### config.mk
export PLATFORM = sky130hd
export DESIGN_NAME = mem_arbiter
export DESIGN_NICKNAME = d
export VERILOG_FILES = /design/src/rtl/mips_mem_pkg.sv /design/src/rtl/burst_counter.sv /design/src/rtl/mem_arbiter.sv
export SDC_FILE = /design/constraint.sdc
export NUM_CORES = 1
export LEC_CHECK = 0
export BUFFER_PORTS_ARGS = -buffer_cell sky130_fd_sc_hd__clkbuf_2
export CAP_MARGIN = 0
export CORE_AREA = 2 2 107 109
export DETAILED_ROUTE_END_ITERATION = 8
export DIE_AREA = 0 0 109 111
export PLACE_DENSITY = 0.76
export SYNTH_ARGS = -nofsm -noshare
export SYNTH_HDL_FRONTEND = slang
export SYNTH_SLANG_ARGS = --single-unit
### constraint.sdc
create_clock -name clk -period 2.25 [get_ports clk]
set_input_delay 0 -clock clk [delete_from_list [all_inputs] [get_ports clk]]
set_output_delay 0 -clock clk [all_outputs]
set_load 0.05 [all_outputs]
### src/rtl/mips_mem_pkg.sv
// Shared constants for the instruction/data backing-memory arbiter:
// FSM state encoding, round-robin grant identifiers and default burst length.
package mips_mem_pkg;

  localparam logic [1:0] IDLE     = 2'd0;
  localparam logic [1:0] I_BURST  = 2'd1;
  localparam logic [1:0] D_ACCESS = 2'd2;

  localparam logic GRANT_I = 1'b0;
  localparam logic GRANT_D = 1'b1;

  localparam int DEFAULT_BLOCK_WORDS = 4;

endpackage

### src/rtl/burst_counter.sv
// Beat counter for I-side refill bursts: current beat index, last-beat
// detection and the byte address of the following beat.
module burst_counter
  import mips_mem_pkg::*;
#(
  parameter int BLOCK_WORDS = DEFAULT_BLOCK_WORDS,
  parameter int ADDR_W      = 32
) (
  input  logic                           clk,
  input  logic                           rst,
  input  logic                           advance,
  input  logic [ADDR_W-1:0]              cur_addr,
  output logic [$clog2(BLOCK_WORDS)-1:0] idx,
  output logic                           last,
  output logic [ADDR_W-1:0]              next_addr
);

  localparam int IDX_W = $clog2(BLOCK_WORDS);
  localparam logic [IDX_W-1:0] LAST_IDX = IDX_W'(BLOCK_WORDS - 1);

  assign last      = (idx == LAST_IDX);
  assign next_addr = cur_addr + ADDR_W'(4);

  // Wraps to zero on the final beat so the next burst starts at beat 0.
  always_ff @(posedge clk or posedge rst) begin
    if (rst) begin
      idx <= '0;
    end else if (advance) begin
      idx <= last ? '0 : idx + IDX_W'(1);
    end
  end

endmodule

### src/rtl/mem_arbiter.sv
// Round-robin arbiter sharing one backing-memory port between the I-cache
// refill engine (block bursts) and the data-memory path (single words).
module mem_arbiter
  import mips_mem_pkg::*;
#(
  parameter int BLOCK_WORDS = DEFAULT_BLOCK_WORDS,
  parameter int ADDR_W      = 32,
  parameter int DATA_W      = 32
) (
  input  logic                           clk,
  input  logic                           reset,
  input  logic                           i_req,
  input  logic [ADDR_W-1:0]              i_addr,
  output logic [DATA_W-1:0]              i_rdata,
  output logic                           i_rvalid,
  output logic [$clog2(BLOCK_WORDS)-1:0] i_word_idx,
  output logic                           i_done,
  input  logic                           d_req,
  input  logic                           d_we,
  input  logic [ADDR_W-1:0]              d_addr,
  input  logic [DATA_W-1:0]              d_wdata,
  output logic [DATA_W-1:0]              d_rdata,
  output logic                           d_done,
  output logic                           mem_req,
  output logic                           mem_we,
  output logic [ADDR_W-1:0]              mem_addr,
  output logic [DATA_W-1:0]              mem_wdata,
  input  logic [DATA_W-1:0]              mem_rdata,
  input  logic                           mem_ack,
  output logic                           stall,
  output logic [1:0]                     state
);

  logic              last_grant;
  logic              beat_last;
  logic              ack_ok;
  logic              grant_i;
  logic              grant_d;
  logic [ADDR_W-1:0] next_addr;

  // Memory handshake: mem_req/mem_we/mem_addr/mem_wdata form a held request
  // that stays unchanged until a cycle with mem_req=1 and mem_ack=1; that
  // cycle is the beat transfer, and mem_ack in any other cycle is ignored.
  assign ack_ok = mem_req & mem_ack;

  assign i_rvalid = (state == I_BURST) & ack_ok;
  assign i_done   = i_rvalid & beat_last;
  assign i_rdata  = i_rvalid ? mem_rdata : '0;

  assign d_done   = (state == D_ACCESS) & ack_ok;
  assign d_rdata  = d_done ? mem_rdata : '0;

  assign stall = ~reset & ((i_req & ~i_done) | (d_req & ~d_done));

  // On a tie, the side that did not win last time goes first.
  assign grant_i = i_req & (~d_req | (last_grant == GRANT_D));
  assign grant_d = d_req & ~grant_i;

  burst_counter #(
    .BLOCK_WORDS(BLOCK_WORDS),
    .ADDR_W     (ADDR_W)
  ) u_burst_counter (
    .clk      (clk),
    .rst      (reset),
    .advance  (i_rvalid),
    .cur_addr (mem_addr),
    .idx      (i_word_idx),
    .last     (beat_last),
    .next_addr(next_addr)
  );

  always_ff @(posedge clk or posedge reset) begin
    if (reset) begin
      state      <= IDLE;
      last_grant <= GRANT_D;
      mem_req    <= 1'b0;
      mem_we     <= 1'b0;
      mem_addr   <= '0;
      mem_wdata  <= '0;
    end else begin
      case (state)
        IDLE: begin
          if (grant_i) begin
            state      <= I_BURST;
            last_grant <= GRANT_I;
            mem_req    <= 1'b1;
            mem_we     <= 1'b0;
            mem_addr   <= i_addr;
          end else if (grant_d) begin
            state      <= D_ACCESS;
            last_grant <= GRANT_D;
            mem_req    <= 1'b1;
            mem_we     <= d_we;
            mem_addr   <= d_addr;
            mem_wdata  <= d_wdata;
          end
        end
        I_BURST: begin
          if (ack_ok) begin
            if (beat_last) begin
              state   <= IDLE;
              mem_req <= 1'b0;
            end else begin
              mem_addr <= next_addr;
            end
          end
        end
        D_ACCESS: begin
          if (ack_ok) begin
            state   <= IDLE;
            mem_req <= 1'b0;
          end
        end
        default: begin
          state   <= IDLE;
          mem_req <= 1'b0;
        end
      endcase
    end
  end

endmodule

; ---- Word level (Yosys, flattened, before mapping)
; Index checks and enable logic that the tools add are counted.
[word_totals]
register_bits = 71
wordCells = 63
[op_classes]
n_eq_ne = 8
bitwise = 16
n_reduce_logical = 7
mux = 23
n_addsub = 2
[op_table]
columns = operator, n
row1 = 32-bit two-way mux, 6
row2 = 32-bit case mux with 2 select lines, 1
row3 = "32-bit by 3-bit adder with 32-bit output, second input constant", 1
row4 = 2-bit two-way mux, 6
row5 = 1-bit AND, 9
row6 = 1-bit two-way mux, 8
row7 = "2-bit inequality test, second input constant", 4
row8 = 4-bit AND reduction, 2
row9 = 2-bit case mux with 3 select lines, 1
row10 = 1-bit inverter, 5
row11 = "2-bit == test, second input constant", 2
row12 = 2-bit nonzero test, 2
row13 = "3-bit inequality test, second input constant", 1
row14 = 1-bit case mux with 3 select lines, 1
row15 = 3-bit AND reduction, 1
row16 = "2-bit by 1-bit adder with 2-bit output, second input constant", 1
row17 = "2-bit by 1-bit == test with 1-bit output, second input constant", 1
row18 = 2-bit zero test, 1
row19 = 1-bit bitwise OR, 2
row20 = 2-bit AND reduction, 1

; ---- Depth between registers and ports, before layout
; Gate-level depths: netlist (run 1).
[depth]
word_depth = 8
ltp_mapped = 8
depth_no_buf = 6

; ---- By module
; From an unflattened synthesis (run 1), not the netlist that was laid out.
[hier_totals]
hier_cells = 418
area_unflattened_um2 = 4573.1
[modules_own_cells]
columns = mod, seq_area_each_um2, area_each_um2, instances, cells_per_inst
row1 = mem_arbiter, 1727.9, 3846.2, 1, 316
row2 = burst_counter, 50.0, 726.9, 1, 102

; ---- Worst setup path after synthesis (run 1)
; Ideal clock, no wire load.
[synth_path]
path_kind = flip-flop to output port
from = register state[0]
to = output port i_rdata[23]
path_stages_with_launch = 6
slack_ps = -209
t_arrival_ps = 2459
required_time_ps = 2250
path_buffers = 2
cell_sequence = dfrtp_1 > buf_2 > nand4b_1 > inv_1 > clkbuf_1 > and2_1
[synth_via]
elab_chain_cells = 3
[synth_lines]
columns = item, line
row1 = start: declaration, mem_arbiter.sv:31  ; output logic [1:0] state
row2 = start signal: assignment, mem_arbiter.sv:74  ; state <= IDLE;
row3 = start signal: assignment, mem_arbiter.sv:84  ; state <= I_BURST;
row4 = start signal: assignment, mem_arbiter.sv:90  ; state <= D_ACCESS;
row5 = 2-bit by 1-bit == test with 1-bit output, mem_arbiter.sv:46  ; assign i_rvalid = (state == I_BURST) & ack_ok;
row6 = 1-bit AND, mem_arbiter.sv:46
row7 = named net i_rvalid, mem_arbiter.sv:15  ; output logic i_rvalid,
row8 = 32-bit two-way mux, mem_arbiter.sv:48  ; assign i_rdata = i_rvalid ? mem_rdata : '0;
row9 = end: declaration, mem_arbiter.sv:14  ; output logic [DATA_W-1:0] i_rdata,
; The timed path passes the listed nets, and every way through them passes these cells.

; ---- Final worst setup path (run 1)
[layout_path]
from = register state[1]
to = output port i_rdata[19]
[layout_via]
elab_chain_cells = 3
[layout_lines]
columns = item, line
row1 = 2-bit by 1-bit == test with 1-bit output, mem_arbiter.sv:46
row2 = 1-bit AND, mem_arbiter.sv:46
row3 = 32-bit two-way mux, mem_arbiter.sv:48
; Every way passes these cells.

==> results of run 1 <==
-- Yosys cell counts, drive strengths merged (4+ instances only) --
library cell | n | area share
nor3 | 9 | 0.010
inv | 5 | 0.0042
clkbuf | 15 | 0.016
dfrtp | 70 | 0.40
and3 | 7 | 0.011
nand2 | 28 | 0.024
o32ai | 4 | 0.0096
and2 | 68 | 0.096
mux2i | 24 | 0.054
o22a | 14 | 0.028
a21oi | 35 | 0.040
buf | 16 | 0.020
nor2 | 22 | 0.019
o21ai | 18 | 0.021
nand3 | 15 | 0.018
nand4 | 14 | 0.024
a22o | 4 | 0.0079
a22oi | 5 | 0.0085
and4 | 4 | 0.0079
a2bb2oi | 5 | 0.0099
mux2 | 42 | 0.11
-- critical path, stage by stage, from the launching register on --
cell and delay, ns:
dfrtp_1 0.50, nand4b_1 0.29, buf_4 0.20, inv_1 0.08, buf_4 0.25, and2_1 0.18, clkbuf_2 0.27
-- flip-flops by register name, summed over array words and instances, names as in the netlist --
name and flops:
mem_addr 32, mem_wdata 32, mem_we 1, u_burst_counter.idx 2, state 2, mem_req 1
last_grant 1
-- area by class of cell --
type | instances | area (um2) | share of cell area
timing repair buffer | 329 | 1930 | 0.288
clock inverter | 7 | 109 | 0.0162
clock buffer | 9 | 225 | 0.0336
sequential | 71 | 1780 | 0.265
tap | 143 | 179 | 0.0267
multi-input combinational | 348 | 2460 | 0.367
inverter | 5 | 18.8 | 0.00280
-- worst min path at each step --
stage,from,end,slack [ns],cells past startpoint
after floorplan,i_req,last_grant,0.07,1
after CTS,mem_ack,mem_req,0.03,4
after global routing,mem_ack,mem_req,0.05,4
after detailed placement,reset,state[1],0.01,2
after global placement,reset,state[1],0.01,2
final,mem_ack,mem_req,0.03,4
-- per-stage QoR --
step	hold WS (ns)	utilization	power, W
3_5_place_dp	0.0135	0.539	0.00900
2_1_floorplan	0.0700	-	0.00737
4_1_cts	0.0284	0.605	0.0107
6_report	0.0288	0.605	0.0107
3_3_place_gp	0.0138	0.539	0.00884
5_1_grt	0.0536	0.605	0.0112
-- report_power, final --
part / total (W) / switching [W] / internal (W)
Sequential: 0.00262 / 0.000692 / 0.00193
Clock: 0.00160 / 0.000601 / 0.000997
Combinational: 0.00650 / 0.00459 / 0.00191
Total: 0.0107 / 0.00588 / 0.00483
-- metal layers --
layer / share of wire / wire length, um
met5: 0 / 0
met2: 0.52 / 8070
met1: 0.38 / 5860
met4: 0.036 / 559
met3: 0.068 / 1060
-- cells by family (layout without fill, tap and decap cells) --
logic type,count (synthesis),count (layout),share of synthesized area
and+or+nand+nor,177,177,0.232
AOI/OAI and AO/OA,103,103,0.157
DFF,71,71,0.402
muxes,66,66,0.161
buffers and inverters,37,350,0.0419
adders and majority gates,2,2,0.00566
-- what timing repair did --
action | CTS | global route
endpoints found under the hold margin | 53 | 0
hold buffers | 40 | 0
gates resized for setup | 0 | 5
buffers inserted | 0 | 0
setup endpoints to repair | 0 | 23
==> flow_summary.json, run 1 <==
{
  "synth_cells": 456,
  "drt-total-wl_um": 15600,
  "hold_viol": 0,
  "dpl.cell_count": 856,
  "fin_area_um2": 6700,
  "cts_htree_levels": 3,
  "wl_per_cell_um": 17.1,
  "place_area_um2": 5970,
  "p_per_area_nw_per_um2": 1600,
  "die_h_um": 111,
  "vias_per_cell": 5.26,
  "async_flop_share": 1.00,
  "drt_iter0_markers": 146,
  "cts.sinks": 71,
  "yosysWarnings": 0,
  "die_area_um2": 12100,
  "crit_required_ns": 2.25,
  "reg2reg_to": "mem_addr[28]",
  "reg2regPathDepth": 6,
  "ir_drop_mv": 1.07,
  "fin_crit_sh": 0.936,
  "ctsLongestPathBuffers": 2,
  "numCtsBuffers": 9,
  "cellLeakagePower_nw": 3.35,
  "route.vias.total": 4796,
  "worstPathArrival_ns": 2.11,
  "max-cap-violations": 0,
  "met1_usage": 0.286,
  "cts_tree": "done",
  "cp-end-kind": "output pin",
  "timing.rr.start": "mem_addr[2]",
  "start_util": 0.399,
  "cp-startpoint": "state[1]",
  "critPathMaxFanout": 33,
  "grtUsageTotal": 0.253,
  "drive_gt1_frac": 0.477,
  "rsz0062_at_grt": "false",
  "finalNetCount": 900,
  "slew_headroom": 0.618,
  "yosysSeqAreaShare": 0.402,
  "crit_path_end": "i_rdata[19]",
  "use_met3": 0.0553,
  "tightest_slew_ns": 0.572,
  "dr.pass1.iters": 5,
  "io_buffers": 271,
  "finalNonFillerCells": 912,
  "synth_flop_cell": "dfrtp_1",
  "r2r_slack_ns": 0.22,
  "core.rowCount": 39,
  "die_w_um": 109,
  "syn_area_per_cell_um2": 9.69,
  "ys_types": 53,
  "synthToLayoutAreaGrowth_pct": 51.7,
  "worst-setup-path-type": "reg2out",
  "io_pins": 272,
  "hp-class": "in2reg",
  "synth_edf_count": 0,
  "antenna_found_initial": 0,
  "slew_violations": 0,
  "finalWorstSetupSlack_ns": 0.143,
  "grtUsageMet2": 0.449,
  "final.min_clock_period_ns": 2.11,
  "drc": 0,
  "grt_remaining_overflow": 0,
  "grt_pass1_vias": 4898,
  "final_common_cell": "clkbuf_2",
  "layout_common_cells": "clkbuf_2, dfrtp_1, and2_1",
  "path_clk_slew_ns": 0.06,
  "pre_cts_slack_ns": 0.270,
  "grt_max_degree": 36,
  "core_um2": 11100,
  "postRouteAntennaNets": 0,
  "status": "finished, final reports clean",
  "tns_ns": 0,
  "crit_path_start_kind": "flip-flop",
  "root_buffer": "clkbuf_16",
  "syn_nets": 592,
  "busiest_layer": "met2",
  "grt_pass1_wl_um": 24000,
  "syn_area_um2": 4420,
  "ys_ff_latch": 71,
  "finClkSkew_ns": 0.00784,
  "fillers": 926,
  "clkLatencyLatePin_ns": 0.33,
  "gp_congestion": 0.908,
  "dp_hpwl_um": 11600,
  "setup_viol": 0,
  "diodes": 0,
  "fmax_ghz": 0.475
}
Note: power is estimated with default switching activity, not from simulation.
==> inputs of run 2 (changes only) <==
--- a/config.mk
+++ b/config.mk
@@ -5,12 +5,13 @@
 export SDC_FILE = /design/constraint.sdc
 export NUM_CORES = 1
 export LEC_CHECK = 0
+export ABC_AREA = 1
 export BUFFER_PORTS_ARGS = -buffer_cell sky130_fd_sc_hd__clkbuf_2
 export CAP_MARGIN = 0
-export CORE_AREA = 2 2 107 109
+export CORE_AREA = 2 2 106 108
 export DETAILED_ROUTE_END_ITERATION = 8
-export DIE_AREA = 0 0 109 111
-export PLACE_DENSITY = 0.76
+export DIE_AREA = 0 0 108 110
+export PLACE_DENSITY = 0.8
 export SYNTH_ARGS = -nofsm -noshare
 export SYNTH_HDL_FRONTEND = slang
 export SYNTH_SLANG_ARGS = --single-unit
==> flow_summary.json, run 2 <==
{
  "status": "finished, final reports clean",
  "root_buffer": "clkbuf_8",
  "reg2regPathDepth": 9,
  "slew_headroom": 0.679,
  "finalNetCount": 1131,
  "cp-startpoint": "mem_req",
  "ctsLongestPathBuffers": 2,
  "drt-total-wl_um": 16800,
  "tightest_slew_ns": 0.480,
  "layout_common_cells": "clkbuf_2, nand2_1, nor2_1",
  "synth_most_common_cell": "nand2_1",
  "max-cap-violations": 0,
  "ys_ff_latch": 71,
  "clkLatencyLatePin_ns": 0.36,
  "place_area_um2": 6180,
  "ir_drop_mv": 0.372,
  "top_regs": "mem_addr (32), mem_wdata (32)",
  "regArea_um2": 1780,
  "route.vias.total": 5531,
  "hp-class": "in2reg",
  "crit_path_end": "stall",
  "async_flop_share": 1.00,
  "final_common_cell": "clkbuf_2",
  "cts.sinks": 71,
  "dr.pass1.iters": 7,
  "timing.rr.start": "last_grant",
  "wl_per_cell_um": 14.7,
  "rsz0062_at_grt": "false",
  "synth_edf_count": 0,
  "grt_max_degree": 72,
  "worst-setup-path-type": "reg2out",
  "syn_area_per_cell_um2": 6.82,
  "yosys.area.top_type": "dfrtp_1",
  "synth_flop_cell": "dfrtp_1",
  "die_w_um": 108,
  "fin_crit_sh": 0.910,
  "cp_slowest_stage_delay_ns": 0.41,
  "start_util": 0.439,
  "synthTopCellsByArea": "dfrtp_1, nand2_1, nor2_1",
  "grtUsageTotal": 0.283,
  "postRouteAntennaNets": 0,
  "p_per_area_nw_per_um2": 390,
  "core_um2": 10700,
  "drt_iter0_markers": 393,
  "crit_required_ns": 2.25,
  "yosysWarnings": 0,
  "finClkSkew_ns": 0.00953,
  "gp_congestion": 0.910,
  "grt_pass1_wl_um": 25600,
  "crit_path_start_kind": "flip-flop",
  "syn_nets": 825,
  "vias_per_cell": 4.84,
  "die_h_um": 110,
  "dp_hpwl_um": 12200,
  "reg2reg_to": "mem_addr[3]",
  "setup_viol": 0,
  "dpl.cell_count": 1081,
  "r2r_slack_ns": 0.24,
  "slew_violations": 0,
  "synth_commonest_cells": "nand2_1, nor2_1, inv_1, dfrtp_1, o21ai_0",
  "worstPathArrival_ns": 2.05,
  "ys_types": 31,
  "synthToLayoutAreaGrowth_pct": 45.4,
  "cp-end-kind": "output pin",
  "finalNonFillerCells": 1143,
  "cts_tree": "done",
  "synth.top_cell.area_share": 0.373,
  "fin_area_um2": 6830,
  "io_pins": 272,
  "multi_input_area_um2": 2330,
  "final.min_clock_period_ns": 2.05,
  "critical_path.cell_chain": "nand2_1, inv_1, nand2_2, buf_4, o21ai_0, a21oi_1, clkbuf_2",
  "drive_gt1_frac": 0.327,
  "die_area_um2": 11900,
  "io_buffers": 271,
  "fmax_ghz": 0.488,
  "numCtsBuffers": 9,
  "syn_area_um2": 4700,
  "cellLeakagePower_nw": 4.19,
  "path_clk_slew_ns": 0.08,
  "yosysSeqAreaShare": 0.378,
  "fillers": 974,
  "antenna_found_initial": 4,
  "grt_pass1_vias": 5071,
  "core.rowCount": 38,
  "synth_cells": 689,
  "hold_viol": 0,
  "grt_remaining_overflow": 0,
  "cp_slowest_cell": "dfrtp_1",
  "critPathMaxFanout": 35,
  "drc": 0,
  "cts_htree_levels": 3
}
==> run 2: cell types whose count changed in the layout (fill, tap and decap cells not counted), sizes merged, moves of 14 or more <==
cell   change
nand2    +129
nor2     +113
inv      +106
and2      -68
o21ai     +60
mux2i     -24
a21oi     -20
nand3     +20
nand4     -14
o22a      -14
==> run 2: per-layer routing <==
layer	GRT usage	share of wire
met5	0	0.00048
met4	0.158	0.040
met1	0.318	0.38
met3	0.0476	0.074
met2	0.510	0.51
==> run 2: kinds of logic (layout without fill, tap and decap cells) <==
logic type,after synthesis,after routing,share of synthesized area
and+or+nand+nor,327,327,0.280
buffers and inverters,144,455,0.127
AOI/OAI and AO/OA,113,113,0.133
DFF,71,71,0.378
muxes,32,32,0.0767
adders and majority gates,2,2,0.00532
other,0,3,0
==> run 2: report_power, final <==
group / internal (W) / total (W) / switching, W
sequential: 0.00127 / 0.00127 / 0
clock: 0.000575 / 0.00109 / 0.000511
combinational: 0.000162 / 0.000306 / 0.000145
total: 0.00201 / 0.00267 / 0.000656
==> run 2: how the worst min path moves through the flow <==
stage | from | endpoint | cells past startpoint
after floorplan | d_wdata[10] | mem_wdata[10] | 1
after global placement | reset | mem_wdata[8] | 3
after detailed placement | reset | mem_wdata[10] | 3
after CTS | i_addr[2] | mem_addr[2] | 5
after global routing | i_addr[2] | mem_addr[2] | 5
final | i_addr[2] | mem_addr[2] | 5
==> run 2: metrics by stage <==
| step | hold WS (ns) | worst slack [ns] | util | total power (W) | setup TNS [ns] |
|---|---|---|---|---|---|
| 2_1_floorplan | 0.132 | -0.190 | - | 0.00140 | -5.69 |
| 3_3_place_gp | 0.120 | 0.551 | 0.578 | 0.00154 | 0 |
| 3_5_place_dp | 0.117 | 0.510 | 0.578 | 0.00154 | 0 |
| 4_1_cts | 0.0000825 | 0.0879 | 0.638 | 0.00267 | 0 |
| 5_1_grt | 0.0473 | 0.0361 | 0.639 | 0.00276 | 0 |
| 6_report | 0.00309 | 0.203 | 0.639 | 0.00267 | 0 |
==> run 2: final cells by class <==
type                    instances  area share
diodes                          3     0.00110
repair buffers                323       0.278
flip-flops and latches         71       0.260
clock buffers                  12      0.0227
clock inverters                 4     0.00787
inverters                     116      0.0643
multi-input cells             474       0.341
well taps                     140      0.0256
==> run 2: what timing repair did <==
item,4_1_cts,5_1_grt
setup buffers,0,0
hold endpoints to repair,109,0
hold buffers,43,0
gates resized for setup,0,1
setup endpoints to repair,0,3
==> run 2: worst max-delay path, delay by kind of cell, from the launching register on <==
family | cells | cell delay, ns
AND/OR/NAND/NOR | 2 | 0.27
flip-flops | 1 | 0.41
AO/OA/AOI/OAI | 2 | 0.28
buffers and inverters | 3 | 0.74
